`src/rtl/y86_pkg.sv`:
```
// Shared Y86 execute-stage constants: ALU operation codes and data width.
package y86_pkg;

    localparam int DATA_W = 64;

    localparam logic [1:0] ALU_ADD = 2'd0;
    localparam logic [1:0] ALU_SUB = 2'd1;
    localparam logic [1:0] ALU_AND = 2'd2;
    localparam logic [1:0] ALU_XOR = 2'd3;

endpackage

```
`src/rtl/y86_addsub64.sv`:
```
// Combinational 64-bit ripple adder/subtractor built from per-bit full adders.
module y86_addsub64
    import y86_pkg::*;
(
    input  logic [DATA_W-1:0] a,
    input  logic [DATA_W-1:0] b,
    input  logic              sub,
    output logic [DATA_W-1:0] sum,
    output logic              carry,
    output logic              overflow
);

    logic [DATA_W-1:0] b_eff;
    logic              c;

    assign b_eff = sub ? ~b : b;

    // Carry is walked bit by bit so the chain stays a single variable.
    always_comb begin
        sum = '0;
        c   = sub;
        for (int i = 0; i < DATA_W; i++) begin
            sum[i] = a[i] ^ b_eff[i] ^ c;
            c      = (a[i] & b_eff[i]) | (c & (a[i] ^ b_eff[i]));
        end
        carry = c;
    end

    // Operands of like sign producing a result of the other sign.
    assign overflow = (a[DATA_W-1] == b_eff[DATA_W-1]) &&
                      (sum[DATA_W-1] != a[DATA_W-1]);

endmodule

```
`src/rtl/y86_alu.sv`:
```
// Registered 64-bit Y86 ALU: add, sub, and, xor with carry and overflow flags.
module y86_alu
    import y86_pkg::*;
(
    input  logic                     clock,
    input  logic                     reset,
    input  logic [1:0]               control,
    input  logic signed [DATA_W-1:0] input1,
    input  logic signed [DATA_W-1:0] input2,
    output logic signed [DATA_W-1:0] alu_out,
    output logic                     alu_carry_out,
    output logic                     alu_overflow_check
);

    logic [DATA_W-1:0] sum;
    logic              carry;
    logic              overflow;
    logic [DATA_W-1:0] res;
    logic              res_carry;
    logic              res_ovf;

    y86_addsub64 u_addsub (
        .a        (input1),
        .b        (input2),
        .sub      (control == ALU_SUB),
        .sum      (sum),
        .carry    (carry),
        .overflow (overflow)
    );

    always_comb begin
        res       = sum;
        res_carry = 1'b0;
        res_ovf   = 1'b0;
        unique case (control)
            ALU_ADD, ALU_SUB: begin
                res       = sum;
                res_carry = carry;
                res_ovf   = overflow;
            end
            ALU_AND: res = input1 & input2;
            ALU_XOR: res = input1 ^ input2;
        endcase
    end

    always_ff @(posedge clock) begin
        if (reset) begin
            alu_out            <= '0;
            alu_carry_out      <= 1'b0;
            alu_overflow_check <= 1'b0;
        end else begin
            alu_out            <= res;
            alu_carry_out      <= res_carry;
            alu_overflow_check <= res_ovf;
        end
    end

endmodule

```
`config.mk`:
```
export PLATFORM = sky130hd
export DESIGN_NAME = y86_alu
export DESIGN_NICKNAME = d
export VERILOG_FILES = /design/src/rtl/y86_pkg.sv /design/src/rtl/y86_addsub64.sv /design/src/rtl/y86_alu.sv
export SDC_FILE = /design/constraint.sdc
export NUM_CORES = 1
export LEC_CHECK = 0
export BUFFER_PORTS_ARGS = -buffer_cell sky130_fd_sc_hd__buf_2
export CORE_MARGIN = 4
export CORE_UTILIZATION = 50
export DETAILED_ROUTE_END_ITERATION = 10
export GPL_TIMING_DRIVEN = 0
export PLACE_DENSITY_LB_ADDON = 0.25
export SLEW_MARGIN = 20
export SYNTH_ARGS = -nofsm -noshare
export SYNTH_HDL_FRONTEND = slang
export SYNTH_SLANG_ARGS = --single-unit
```
`constraint.sdc`:
```
create_clock -name clock -period 88.6 [get_ports clock]
set_input_delay 22.15 -clock clock [delete_from_list [all_inputs] [get_ports clock]]
set_output_delay 22.15 -clock clock [all_outputs]
set_load 0.02 [all_outputs]
```
==> results.sh <==
export IMPL_place_gp_congestion=0.886
export IMPL_synthesis_nets=813
export IMPL_leakage_nw=3.83
export IMPL_switching_share_pct=34.0
export IMPL_grt_max_degree=12
export IMPL_finalCriticalPeriod_ns=50.23
export IMPL_ctsHoldBuffers=0
export IMPL_diodes=0
export IMPL_period_share_pct=56.7
export IMPL_power_frac_comb_pct=39.1
export IMPL_end_kind="flip-flop"
export IMPL_worst_pin_slew_ns=0.798
export IMPL_clock_root_buffer="clkbuf_16"
export IMPL_vias=4665
export IMPL_synthArstFlopShare_pct=0
export IMPL_vias_per_cell=4.98
export IMPL_dp_slack_ns=37.81
export IMPL_finalNetCount=1020
export IMPL_antenna_found_initial=1
export IMPL_htreeDepth=3
export IMPL_drcViolationCount=0
export IMPL_synth_ff_type="dfxtp_1"
export IMPL_pwr_share_clk_pct=31.8
export IMPL_synth_top_area_cell="dfxtp_1"
export IMPL_path_depth=73
export IMPL_hold_viol_final=0
export IMPL_rsz0062_at_grt="no"
export IMPL_clock_sinks=66
export IMPL_power_frac_seq_pct=29.1
export IMPL_path_buf_inv=6
export IMPL_ir_drop_v=0.00000936
export IMPL_syn_to_final_growth_pct=23.5
export IMPL_postCtsSetupBuffers=0
export IMPL_yosysTopAreaCellShare_pct=20.7
export IMPL_slowest_stage="fa_1"
export IMPL_die_h_um=121
export IMPL_cts_tree="done"
export IMPL_worstSetupStartpointType="input pin"
export IMPL_p_per_area_mw_per_mm2=14.9
export IMPL_yosysSeqAreaShare_pct=20.7
export IMPL_core_area_mm2=0.0126
export IMPL_numCtsBuffers=9
export IMPL_die_w_um=121
export IMPL_drt_pass1_iterations=4
export IMPL_crit_fanout=10
export IMPL_max_slew_margin_pct=46.8
export IMPL_yosys_warnings=0
export IMPL_initial_core_util_pct=50.9
export IMPL_tns_ns=0
export IMPL_syn_area_mm2=0.00639
export IMPL_yosysMostFrequentCell="dfxtp_1"
export IMPL_synth_cell_type_count=20
export IMPL_die_area_mm2=0.0147
export IMPL_cts_buffer_depth=2
export IMPL_crit_family="adder cells"
export IMPL_io_buffers=196
export IMPL_cts_resized=0
export IMPL_grt_total_usage_pct=22.1
export IMPL_max_cap_violations=0
export IMPL_fillers=1037
export IMPL_place_hpwl_um=12600
export IMPL_startpoint="control[1]"
export IMPL_postSynthCellCount=553
export IMPL_min_path_type="in2reg"
export IMPL_synth_area_top_cells="dfxtp_1 21%, fa_1 20%, ha_1 13%"
export IMPL_io_pin_count=198
export IMPL_path_class="in2reg"
export IMPL_fmax_mhz=19.9
export IMPL_hold_path_cell_count=2
export IMPL_ys_seq_elements=66
export IMPL_clk_pin_slew_ns=0.06
export IMPL_power_switching_mw=0.0400
export IMPL_synth_common_cells="66 x dfxtp_1, 65 x ha_1, 65 x mux2i_1"
export IMPL_slew_violations=0
export IMPL_slowest_delay_ns=0.46
export IMPL_grt_pass1_vias=5134
export IMPL_min_delay_start="reset"
export IMPL_synth_area_per_cell_um2=11.6
export IMPL_outcome="complete, no violations"
export IMPL_worst_slack_ns=38.37
export IMPL_drive_gt1_share_pct=39.7
export IMPL_drt_wirelength_per_cell_um=16.9
export IMPL_grt_pass1_wl_um=25300
export IMPL_critPathRequiredTime_ns=88.85
export IMPL_arrival_ns=50.48
export IMPL_final_setup_viol_count=0
export IMPL_drt_iter0_drc=125
export IMPL_num_rows=41
export IMPL_crit_top_cell="fa_1"
export IMPL_synth_edf_count=0
export IMPL_ant_nets=0
export IMPL_overflow=0
export IMPL_cell_internal_pwr_mw=0.0777
export IMPL_routed_wirelength_um=15800
[layer usage]
metal / vias up / share of wire (%) / wire, um / track usage, %
li1: 2250 / - / - / -
met1: 2257 / 42 / 6680 / 26.9
met2: 130 / 49 / 7780 / 38.6
met3: 26 / 6.3 / 997 / 5.36
met4: 2 / 2.2 / 351 / 6.87
met5: - / 0.082 / 13 / 0
[kinds of logic (layout without fill, tap and decap cells)]
logic type | after synthesis | count (layout) | synth area share (%)
AO/OA/AOI/OAI | 63 | 63 | 12.1
adder cells (fa/ha/maj) | 128 | 128 | 32.5
AND/OR/NAND/NOR | 68 | 68 | 6.87
buffers and inverters | 99 | 311 | 8.96
multiplexers | 65 | 65 | 10.2
flip-flops | 66 | 66 | 20.7
XOR/XNOR | 64 | 64 | 8.77
[final cells by class]
class	instances	area, um2	share of cell area, %
Clock inverter	5	52.6	0.666
Inverter	64	240	3.04
Tap cell	172	215	2.73
Clock buffer	11	253	3.20
Timing Repair Buffer	196	981	12.4
Buffer	35	333	4.22
Multi-Input combinational cell	388	4500	57.0
Sequential cell	66	1320	16.7
[layout by cell type (no fill, tap or decap), drive strengths merged, types with 12 or more instances in the layout]
cell and n:
buf 227, dfxtp 66, mux2i 65, ha 65
inv 64, fa 63, a211oi 63, xnor2 62
nor2b 50, clkbuf 15, and2b 12
[state kept, by name, indices dropped and copies added (netlist names)]
signal and flops:
alu_carry_out 1, alu_out 64, alu_overflow_check 1
[worst paths after layout]
check	end
worst min-delay path	alu_out[63]$_SDFF_PP0_
worst max-delay path	alu_overflow_check$_SDFF_PP0_
[per-stage QoR]
stage	util [%]	power (mW)	hold WS (ns)	std cells	cell area [um2]
floorplan	-	0.0671	22.33	553	6390
global placement	60.4	0.0793	22.50	921	7590
detailed placement	60.4	0.0815	22.50	921	7590
CTS	62.8	0.119	22.14	937	7890
global route	62.8	0.126	22.16	937	7890
finish	62.8	0.118	22.16	937	7890
[power groups by stage]
stage	clock [mW]	sequential (mW)	combinational (mW)
finish	0.0375	0.0343	0.0460
detailed placement	0	0.0349	0.0465
CTS	0.0383	0.0343	0.0468
floorplan	0	0.0396	0.0275
global placement	0	0.0349	0.0444
global route	0.0396	0.0346	0.0517
No activity file was read; power rests on OpenSTA's default activity.
